<file path="config.mk">
export PLATFORM = sky130hd
export DESIGN_NAME = sha256_msg_sequencer
export DESIGN_NICKNAME = d
export VERILOG_FILES = /design/src/rtl/sha256_pkg.sv /design/src/rtl/sha256_pad_gen.sv /design/src/rtl/sha256_msg_sequencer.sv
export SDC_FILE = /design/constraint.sdc
export NUM_CORES = 1
export LEC_CHECK = 0
export ABC_CLOCK_PERIOD_IN_PS = 3900
export CORE_ASPECT_RATIO = 0.75
export CORE_MARGIN = 2
export CORE_UTILIZATION = 45
export DETAILED_ROUTE_END_ITERATION = 12
export PLACE_DENSITY = 0.73
export SLEW_MARGIN = 20
export SYNTH_ARGS = -nofsm -noshare
export SYNTH_HDL_FRONTEND = slang
export SYNTH_SLANG_ARGS = --single-unit
</file>
<file path="constraint.sdc">
create_clock -name i_clk -period 3.9 [get_ports i_clk]
set_clock_uncertainty 0.05 [all_clocks]
set_input_delay 1.17 -clock i_clk [delete_from_list [all_inputs] [get_ports i_clk]]
set_output_delay 1.17 -clock i_clk [all_outputs]
set_load 0.005 [all_outputs]
</file>
<file path="src/rtl/sha256_pkg.sv">
// Shared definitions for the SHA-256 message sequencer.
// Core register map, sequencer states and error codes.
package sha256_pkg;

   localparam logic [6:0] W_BASE       = 7'd0;
   localparam logic [6:0] W_END        = 7'd63;
   localparam logic [6:0] STATUS_REG   = 7'd65;
   localparam logic [6:0] DIGEST_START = 7'd70;
   localparam logic [6:0] DIGEST_END   = 7'd101;

   localparam logic [7:0] PAD_MARK  = 8'h80;
   localparam logic [7:0] STAT_GO   = 8'h01;
   localparam logic [7:0] STAT_IDLE = 8'h00;

   localparam logic [1:0] ERR_NONE = 2'b00;
   localparam logic [1:0] ERR_LONG = 2'b01;
   localparam logic [1:0] ERR_WD   = 2'b10;

   typedef enum logic [3:0] {
      CRST,
      IDLE,
      LOAD,
      DRAIN,
      PAD,
      START,
      WAIT,
      READ,
      CLEAR
   } state_e;

endpackage

</file>
<file path="src/rtl/sha256_pad_gen.sv">
// Single-block padding byte generator.
// Maps the block byte index and message length to the pad byte.
module sha256_pad_gen
   import sha256_pkg::*;
(
   input  logic [5:0] idx_i,
   input  logic [5:0] len_i,
   output logic [7:0] byte_o
);

   logic [15:0] bits;

   assign bits = {7'd0, len_i, 3'd0};

   // 0x80 right after the message, bit length in the last two bytes
   always_comb begin
      byte_o = 8'h00;
      unique case (1'b1)
         (idx_i == len_i): byte_o = PAD_MARK;
         (idx_i == 6'd62): byte_o = bits[15:8];
         (idx_i == 6'd63): byte_o = bits[7:0];
         default:          byte_o = 8'h00;
      endcase
   end

endmodule

</file>
<file path="src/rtl/sha256_msg_sequencer.sv">
// Front-end sequencer for the byte-addressed SHA-256 core.
// Loads and pads one block, runs the core, reads back the digest.
module sha256_msg_sequencer
   import sha256_pkg::*;
#(
   parameter int unsigned MAX_MSG_BYTES   = 55,
   parameter int unsigned WD_CYCLES       = 63,
   parameter int unsigned CORE_RST_CYCLES = 2
) (
   input  logic         i_clk,
   input  logic         i_rst_n,
   input  logic [7:0]   s_data,
   input  logic         s_valid,
   input  logic         s_last,
   output logic         s_ready,
   input  logic         s_empty,
   output logic         o_core_rst_n,
   output logic [6:0]   o_core_addr,
   output logic [7:0]   o_core_data8,
   output logic         o_core_we,
   input  logic         i_core_irq,
   input  logic [7:0]   i_core_data8,
   output logic [255:0] o_digest,
   output logic         o_digest_valid,
   output logic         o_busy,
   output logic         o_err,
   output logic [1:0]   o_err_code
);

   localparam logic [5:0] MAX_N    = 6'(MAX_MSG_BYTES);
   localparam logic [5:0] WD_LAST  = 6'(WD_CYCLES - 1);
   localparam logic [5:0] RST_LAST = 6'(CORE_RST_CYCLES - 1);

   state_e         state_q, state_d;
   logic [5:0]     cnt_q, cnt_d;
   logic [5:0]     step_q, step_d;
   logic           crst_n_q;
   logic [6:0]     addr_q, addr_d;
   logic [7:0]     data_q, data_d;
   logic           we_q, we_d;
   logic [255:0]   shift_q, shift_d;
   logic [255:0]   digest_q, digest_d;
   logic           dv_q, dv_d;
   logic           err_q, err_d;
   logic [1:0]     code_q, code_d;
   logic [7:0]     pad_byte;

   sha256_pad_gen u_pad (
      .idx_i  (step_q),
      .len_i  (cnt_q),
      .byte_o (pad_byte)
   );

   assign s_ready = (state_q == IDLE) ||
                    (state_q == LOAD) ||
                    (state_q == DRAIN);
   assign o_busy  = (state_q != IDLE);

   assign o_core_rst_n   = crst_n_q;
   assign o_core_addr    = addr_q;
   assign o_core_data8   = data_q;
   assign o_core_we      = we_q;
   assign o_digest       = digest_q;
   assign o_digest_valid = dv_q;
   assign o_err          = err_q;
   assign o_err_code     = code_q;

   // State and registered core-port outputs
   always_ff @(posedge i_clk or negedge i_rst_n) begin
      if (!i_rst_n) begin
         state_q  <= CRST;
         cnt_q    <= '0;
         step_q   <= '0;
         crst_n_q <= 1'b0;
         addr_q   <= '0;
         data_q   <= '0;
         we_q     <= 1'b0;
         shift_q  <= '0;
         digest_q <= '0;
         dv_q     <= 1'b0;
         err_q    <= 1'b0;
         code_q   <= ERR_NONE;
      end else begin
         state_q  <= state_d;
         cnt_q    <= cnt_d;
         step_q   <= step_d;
         // lags CRST by one cycle so the CLEAR write lands
         // while the core is still out of reset
         crst_n_q <= (state_q != CRST);
         addr_q   <= addr_d;
         data_q   <= data_d;
         we_q     <= we_d;
         shift_q  <= shift_d;
         digest_q <= digest_d;
         dv_q     <= dv_d;
         err_q    <= err_d;
         code_q   <= code_d;
      end
   end

   // Next-state and core-port command logic
   always_comb begin
      state_d  = state_q;
      cnt_d    = cnt_q;
      step_d   = step_q;
      addr_d   = addr_q;
      data_d   = data_q;
      we_d     = 1'b0;
      shift_d  = shift_q;
      digest_d = digest_q;
      dv_d     = 1'b0;
      err_d    = 1'b0;
      code_d   = code_q;
      unique case (state_q)
         CRST: begin
            cnt_d = '0;
            if (step_q == RST_LAST) begin
               step_d  = '0;
               state_d = IDLE;
            end else begin
               step_d = step_q + 6'd1;
            end
         end
         IDLE: begin
            if (s_valid) begin
               addr_d  = W_END;
               data_d  = s_data;
               we_d    = 1'b1;
               cnt_d   = 6'd1;
               step_d  = 6'd1;
               code_d  = ERR_NONE;
               state_d = s_last ? PAD : LOAD;
            end else if (s_empty) begin
               cnt_d   = '0;
               step_d  = '0;
               code_d  = ERR_NONE;
               state_d = PAD;
            end
         end
         LOAD: begin
            if (s_valid) begin
               if (cnt_q == MAX_N) begin
                  err_d   = 1'b1;
                  code_d  = ERR_LONG;
                  step_d  = '0;
                  state_d = s_last ? CRST : DRAIN;
               end else begin
                  addr_d = W_END - {1'b0, cnt_q};
                  data_d = s_data;
                  we_d   = 1'b1;
                  cnt_d  = cnt_q + 6'd1;
                  if (s_last) begin
                     step_d  = cnt_q + 6'd1;
                     state_d = PAD;
                  end
               end
            end
         end
         DRAIN: begin
            if (s_valid && s_last) begin
               step_d  = '0;
               state_d = CRST;
            end
         end
         PAD: begin
            addr_d = W_END - {1'b0, step_q};
            data_d = pad_byte;
            we_d   = 1'b1;
            if (step_q == 6'd63) begin
               step_d  = '0;
               state_d = START;
            end else begin
               step_d = step_q + 6'd1;
            end
         end
         START: begin
            addr_d  = STATUS_REG;
            data_d  = STAT_GO;
            we_d    = 1'b1;
            step_d  = '0;
            state_d = WAIT;
         end
         WAIT: begin
            if (i_core_irq) begin
               addr_d  = DIGEST_END;
               step_d  = '0;
               state_d = READ;
            end else if (step_q == WD_LAST) begin
               err_d   = 1'b1;
               code_d  = ERR_WD;
               step_d  = '0;
               state_d = CRST;
            end else begin
               step_d = step_q + 6'd1;
            end
         end
         READ: begin
            // core data lags the presented address by one cycle
            if (step_q != 6'd0) begin
               shift_d = {shift_q[247:0], i_core_data8};
            end
            if (step_q < 6'd31) begin
               addr_d = DIGEST_END - 7'd1 - {1'b0, step_q};
            end
            if (step_q == 6'd32) begin
               step_d  = '0;
               state_d = CLEAR;
            end else begin
               step_d = step_q + 6'd1;
            end
         end
         CLEAR: begin
            addr_d   = STATUS_REG;
            data_d   = STAT_IDLE;
            we_d     = 1'b1;
            digest_d = shift_q;
            dv_d     = 1'b1;
            step_d   = '0;
            state_d  = CRST;
         end
         default: begin
            step_d  = '0;
            state_d = CRST;
         end
      endcase
   end

endmodule

</file>
After elaboration in Yosys (flattened, before gate mapping):

Cells that the tools add are included.

* reductions and logical operators: 19
* add/sub/neg operators: 5
* multiplexer cells: 57
* equality and inequality tests: 30
* order comparisons: 1

Operators by type and width (count)
* $mux W6: 13
* $mux W4: 11
* $pmux W6 S7: 1
* $pmux W7 S6: 1
* $pmux W8 S5: 1
* $mux W7: 5
* $pmux W4 S8: 1
* $eq A6 B6 Y1 const B: 4
* $mux W8: 3
* $pmux W8 S3: 1
* $ne A2 B2 Y1 const B: 10
* $pmux W6 S3: 1
* $eq A4 B3 Y1 const B: 4
* $mux W2: 7
* $sub A6 B6 Y7 const A: 2
* $add A6 B1 Y6 const B: 2
* $reduce_and A4 Y1: 3
* $reduce_and A6 Y1: 2
* $reduce_bool A6 Y1: 2
* $eq A4 B2 Y1 const B: 2
* $mux W1: 8
* $reduce_and A8 Y1: 1
* $sub A7 B6 Y7 const A: 1
* $eq A6 B1 Y1 const B: 1
* 21 further kinds: 25

* word-level logic and storage cells: 124
* bits in registers: 549

Logic depth before layout (Yosys ltp):

Gate-level depths: netlist of run 1.

* depth after elaboration: 5
* gate-level depth with buffers: 9

Cells and area by module:

Synthesis of run 1 repeated with hierarchy kept, for this count alone.

* cell total of the unflattened synthesis: 1365
* area, all modules: 21635.8 µm²

Modules (own cells, without submodules)
* sha256_msg_sequencer: area an instance 21486.9 µm², seq. area each 13738.2 µm², instances 1, cells an instance 1344
* sha256_pad_gen: area an instance 148.9 µm², seq. area each 0.0 µm², instances 1, cells an instance 21

Least setup slack after synthesis of run 1:

Ideal clock, no wire load.

* kind: input to register
* start: input port s_valid
* end: register state_q[2]
* path buffers: 2
* path slack: 1237 ps
* cell stages on the path: 6
* arrival: 2488 ps
* path through: clkbuf_1 o2bb2ai_1 a22o_1 buf_2 or2_2 mux2_2

* longest elaborated chain between the ends: 3
* elaborated cells between the ends (all ways): 7
* classes of those cells: eq/ne: 3; mux: 2; reduce/logical: 2

RTL lines
* start: declaration: line sha256_msg_sequencer.sv:13 `input logic s_valid,`
* $logic_and A1 B1 Y1: line sha256_msg_sequencer.sv:160 `if (s_valid && s_last) begin`
* $ne A2 B1 Y1 (no source line)
* $reduce_and A8 Y1 (no source line)
* end signal: assignment: line sha256_msg_sequencer.sv:84 `state_q <= state_d;`
* end: declaration: line sha256_msg_sequencer.sv:34 `state_e state_q, state_d;`

Parallel ways exist; a longest one is shown, timed or not.
A chain may end at the register's enable or synchronous reset.

Worst setup path after layout of run 1:

* start: register state_q[1]
* end: output port s_ready

* longest elaborated chain between the ends: 3
* elaborated cells between the ends (all ways): 5
* classes of those cells: eq/ne: 3; reduce/logical: 2

RTL lines
* $eq A4 B1 Y1 / $eq A4 B2 Y1 (equally long branches): line sha256_msg_sequencer.sv:54, sha256_msg_sequencer.sv:55
* $logic_or A1 B1 Y1: line sha256_msg_sequencer.sv:54 `assign s_ready = (state_q == IDLE) ||`
* $logic_or A1 B1 Y1 (*): line sha256_msg_sequencer.sv:55 `(state_q == LOAD) ||`
* end: declaration: line sha256_msg_sequencer.sv:15 `output logic s_ready,`

Mark *: on every way between the ends. The rest lies on a longest branch, timed or not.

==> qor.yml, run 1 <==
status: "finished, final reports clean"
cts_hold_buf: 0
drt-initial-drc-count: 936
synth_cell_types: 63
cp.arrival_ns: 2.23
holdPathEnd: "o_digest[254]$_DFFE_PN0P_"
worst_skew_pair.late_latency_ns: 0.60
clk_pin_slew_ns: 0.06
finalHoldViolations: 0
netlist_top_cells_count: "nand2_1, dfrtp_1, mux2_2"
die_area_um2: 49790
post_cts_repair_setup_buffers: 0
leakagePower_uw: 0.01396
crit_path_end_kind: "primary output"
min-delay-path-class: "register to register"
worst_r2r_endpoint: "o_digest[207]$_DFFE_PN0P_"
pre_cts_slack_ns: 0.5922
filler_cell_count: 3900
areaGrowthSynthToFinish_pct: 26.04
timing.reg2reg.worst_path_depth: 6
fp-row-count: 69
layout_setup_ws_ns: 0.4509
avgSynthCellArea_um2: 11.23
wl_per_cell_um: 17.81
grt_pass1_vias: 14905
power-per-cell-area_nw_per_um2: 534.6
rsz_0062_raised_after_global_routing: "false"
start_util_pct: 45.57
nNetsFinal: 2224
global_route.overflow_total: 0
final_max_slew_viol_count: 0
grt_antenna_before_repair: 0
maxCapViolCount: 0
diodes: 0
die_width_um: 257.0
tritoncts: "done"
slew-limit-headroom_pct: 34.12
synth_edf_count: 0
cts_buffer_depth: 3
critical_r2r_launch: "state_q[1]$_DFFE_PN0P_"
detail_route.drc_violations: 0
timing.hold.worst_path_depth: 2
netlist_top_cells_area: "dfrtp_1, mux2_2, nand2_1"
ctsRootBufferMaster: "clkbuf_16"
ir_worst_vdd_v: 0.0003282
worstPathMaxFanout: 18
hp_start: "shift_q[254]$_DFFE_PN0P_"
postSynthCellCount: 1923
port_buffers: 300
fin_crit_ns: 3.449
cp_launch_type: "register"
dp_hpwl_um: 33730
mean_number_of_vias_per_cell: 5.078
timing.setup.critical_path_class: "register to primary output"
regToRegSetupSlack_ns: 1.03
detail-route-antenna-nets: 0
grt_start_max_net_pins: 156
synth-seq-area-share_pct: 63.60
placedCellCount: 2781
num_io_pins: 301
worst_slew_pin_slew_ns: 0.9883
grt_first_pass_wirelength_um: 82810
htreeDepth: 2
yosys.area.top_type_share_pct: 63.60
synth-seq-cells: 549
cts_inserted_buffers: 53
max_clock_freq_mhz: 289.9
gp_congestion: 0.9254
detail_route.first_pass.iterations: 5
synth.cell_area_um2: 21600
yosys_most_used_dff: "dfrtp_1"
drive_above_1_share_pct: 17.96
synth_warnings: 0
async_flop_share_pct: 100.0
clock-sinks: 549
synthesis.nets: 1950
global_route_usage_over_all_layers_pct: 20.71
min_period_over_period_pct: 88.44
critical_path_required_ns: 2.68
worstSetupStartpoint: "state_q[1]$_DFFE_PN0P_"
route.vias.total: 14608
y_dimension_of_the_die_um: 193.7
yosys.area.top_type: "dfrtp_1"
placeableCoreArea_um2: 47400
layout.cells.non_filler: 2877
synthMostInstantiatedCell: "nand2_1"
cts-resized-gates: 0
finalWirelength_um: 51240
setup-tns-final_ns: 0
setup_violations: 0
==> worst max-delay path by stage <==
stage	to	slack [ns]	cells after the start
2_1_floorplan	state_q[2]$_DFFE_PN0P_	1.24	6
3_3_place_gp	state_q[2]$_DFFE_PN0P_	0.63	7
3_5_place_dp	state_q[2]$_DFFE_PN0P_	0.59	6
4_1_cts	s_ready	0.43	3
5_1_grt	s_ready	0.27	3
6_report	s_ready	0.45	3
==> layout by cell type, fill, tap and decap left out, types with 9 or more instances in the layout <==
| cell | n |
|---|---|
| buf_12 | 9 |
| clkbuf_16 | 54 |
| inv_1 | 13 |
| mux2_2 | 265 |
| bufinv_16 | 12 |
| o21ai_0 | 19 |
| nor3_1 | 9 |
| a21oi_1 | 16 |
| nand3_1 | 10 |
| nor2_1 | 25 |
| nand2_1 | 794 |
| clkdlybuf4s50_1 | 299 |
| clkinv_2 | 11 |
| buf_4 | 18 |
| dfrtp_1 | 549 |
==> layout make-up <==
cell class | instances | area (µm²) | area share [%]
Sequential cell | 549 | 13740 | 50.46
Clock buffer | 67 | 1480 | 5.437
Multi-Input combinational cell | 1252 | 7337 | 26.95
Inverter | 14 | 60.06 | 0.2206
Timing Repair Buffer | 327 | 3323 | 12.21
Clock inverter | 29 | 486.7 | 1.788
Tap cell | 639 | 799.5 | 2.937
==> cells by family after synthesis <==
logic type / share of synthesized area (%)
buffers and inverters: 2.520
multiplexers: 14.37
adder cells (fa/ha/maj): 0.2896
flip-flops: 63.60
AO/OA/AOI/OAI: 2.578
XOR/XNOR: 0.4866
AND/OR/NAND/NOR: 16.15
==> where the power goes <==
group / leakage [µW] / total, µW / internal, µW / switching [µW]
clock: 0.000966 / 5670 / 3490 / 2190
sequential: 0.00758 / 6490 / 6090 / 404
combinational: 0.00541 / 2390 / 1170 / 1220
total: 0.0140 / 14600 / 10700 / 3810
==> per-stage QoR <==
stage | instance area [µm²] | hold slack (ns) | total power [µW] | utilization [%]
global placement | 25260 | 0.3912 | 8953 | 53.29
CTS | 27220 | 0.4147 | 14720 | 57.44
floorplan | 21600 | 0.3831 | 7958 | -
finish | 27220 | 0.4109 | 14560 | 57.44
detailed placement | 25260 | 0.3984 | 8994 | 53.29
global route | 27220 | 0.4337 | 15230 | 57.44
==> metal layers <==
metal  vias to the layer above  share of wire (%)  wire [µm]  GRT usage, %
li1                       6812                  -          -             -
met1                      7372                 47      23870         29.55
met2                       364                 47      23930         32.93
met3                        60                4.8       2469         3.725
met4                         0                1.9        969         5.254
met5                         -                  0          0             0
==> state kept, by name, indices dropped and copies added, names as in the netlist <==
| name | flops |
|---|---|
| o_err_code | 2 |
| o_core_data8 | 8 |
| o_core_rst_n | 1 |
| shift_q | 256 |
| state_q | 4 |
| o_digest_valid | 1 |
| o_digest | 256 |
| cnt_q | 6 |
| step_q | 6 |
| o_err | 1 |
| o_core_addr | 7 |
| o_core_we | 1 |
==> critical path, stage by stage, from the launching register on <==
cell	delay [ns]
dfrtp_1	0.73
nor2_1	0.25
nor2_1	0.13
clkdlybuf4s50_1	0.53
No activity file was read; power rests on OpenSTA's default activity.
==> run 2, diff against run 1 <==
- CTS_BUF_LIST: default -> sky130_fd_sc_hd__clkbuf_8
- PLACE_DENSITY: 0.73 -> default
- PLACE_DENSITY_LB_ADDON: default -> 0.05
==> qor.yml, run 2 (synthesized netlist as in run 1, its figures left out) <==
cp_launch_type: "register"
hp_start: "o_digest[146]$_DFFE_PN0P_"
cp.arrival_ns: 2.37
grt_first_pass_wirelength_um: 85640
critical_path_required_ns: 2.68
timing.hold.worst_path_depth: 2
detail-route-antenna-nets: 0
placeableCoreArea_um2: 47400
worst_slew_pin_slew_ns: 0.9032
ctsRootBufferMaster: "clkbuf_8"
maxCapViolCount: 0
y_dimension_of_the_die_um: 193.7
rsz_0062_raised_after_global_routing: "false"
mean_number_of_vias_per_cell: 5.016
dp_hpwl_um: 34720
layout_common_cells: "nand2_1, dfrtp_1, clkdlybuf4s50_1"
regToRegSetupSlack_ns: 0.80
grt_pass1_vias: 15148
wl_per_cell_um: 18.14
filler_cell_count: 4085
status: "finished, final reports clean"
post_cts_repair_setup_buffers: 0
num_io_pins: 301
slew-limit-headroom_pct: 38.23
port_buffers: 300
worst_skew_pair.late_latency_ns: 0.66
min_period_over_period_pct: 92.09
most_common_cell_after_layout_fill_and_taps_aside: "nand2_1"
drive_above_1_share_pct: 19.12
cts-resized-gates: 0
diodes: 0
finalHoldViolations: 0
timing.setup.critical_path_class: "register to primary output"
power-per-cell-area_nw_per_um2: 509.4
setup_violations: 0
fin_crit_ns: 3.591
critical_r2r_launch: "state_q[2]$_DFFE_PN0P_"
min-delay-path-class: "register to register"
start_util_pct: 45.57
detail_route.drc_violations: 0
htreeDepth: 3
fp-row-count: 69
route.vias.total: 14747
cts_buffer_depth: 3
timing.critical_path.cells: "or2_2, nor2_1, clkdlybuf4s50_1"
global_route.overflow_total: 0
setup-tns-final_ns: 0
grt_start_max_net_pins: 134
drt-initial-drc-count: 1019
tritoncts: "done"
worstSetupStartpoint: "state_q[2]$_DFFE_PN0P_"
die_width_um: 257.0
nNetsFinal: 2261
max_clock_freq_mhz: 278.4
detail_route.first_pass.iterations: 5
layout.area.seq_um2: 13740
ir_worst_vdd_v: 0.0002761
pre_cts_slack_ns: 0.5963
areaGrowthSynthToFinish_pct: 25.49
timing.critical_path.slowest_stage_cell: "dfrtp_1"
gp_congestion: 0.8859
multi_input_area_um2: 7337
cts_hold_buf: 0
clk_pin_slew_ns: 0.06
crit_path_end_kind: "primary output"
worstPathMaxFanout: 20
holdPathEnd: "o_digest[146]$_DFFE_PN0P_"
grt_antenna_before_repair: 0
clock-sinks: 549
cts_inserted_buffers: 87
die_area_um2: 49790
global_route_usage_over_all_layers_pct: 21.68
leakagePower_uw: 0.01406
worst_r2r_endpoint: "o_digest[138]$_DFFE_PN0P_"
final_max_slew_viol_count: 0
layout_setup_ws_ns: 0.3086
critical-path-max-stage-delay_ns: 0.62
finalWirelength_um: 53320
timing.reg2reg.worst_path_depth: 7
-- run 2: changes by cell type in the layout (fill, tap and decap cells not counted), sizes merged --
cell      change
bufinv       -12
buf           +3
clkinv        -5
inv          +30
clkinvlp      +1
clkbuf       +46
-- run 2: worst max-delay path: cells and delay by family (launching register included) --
| family | cells | cell delay, ns |
|---|---|---|
| AND/OR/NAND/NOR | 2 | 0.58 |
| buffers and inverters | 1 | 0.52 |
| flip-flops | 1 | 0.62 |
-- run 2: worst max path at each step --
| stage | cells after the start | slack [ns] | end |
|---|---|---|---|
| after floorplan | 6 | 1.24 | state_q[2]$_DFFE_PN0P_ |
| final | 3 | 0.31 | s_ready |
| after global placement | 6 | 0.60 | state_q[2]$_DFFE_PN0P_ |
| after detailed placement | 6 | 0.60 | state_q[2]$_DFFE_PN0P_ |
| after global routing | 3 | 0.16 | s_ready |
| after CTS | 3 | 0.25 | s_ready |
-- run 2: where the power goes --
part	total [µW]	switching (µW)	internal (µW)
clock network	4880	2280	2600
registers	6490	400	6090
logic	2440	1250	1190
-- run 2: final cells by class --
type | instances | area share, %
clock inverters | 43 | 0.7617
flip-flops and latches | 549 | 50.69
clock buffers | 113 | 5.738
well taps | 639 | 2.950
repair buffers | 330 | 12.57
multi-input cells | 1252 | 27.07
inverters | 14 | 0.2216
-- run 2: stage by stage --
stage / power (µW) / hold WS (ns) / std cells / instance area (µm²) / util (%)
after floorplan: 7958 / 0.3831 / 1923 / 21600 / -
after global placement: 9027 / 0.3944 / 2784 / 25340 / 53.47
after detailed placement: 9049 / 0.4084 / 2784 / 25340 / 53.47
after CTS: 13990 / 0.4120 / 2940 / 27100 / 57.19
after global routing: 14530 / 0.4229 / 2940 / 27100 / 57.19
final: 13810 / 0.4223 / 2940 / 27100 / 57.19
-- run 2: routing by layer --
metal / vias to the layer above / wire [µm] / GRT usage [%]
li1: 6891 / - / -
met1: 7447 / 25220 / 31.38
met2: 331 / 24360 / 32.90
met3: 78 / 2559 / 4.810
met4: 0 / 1180 / 6.245
met5: - / 0 / 0
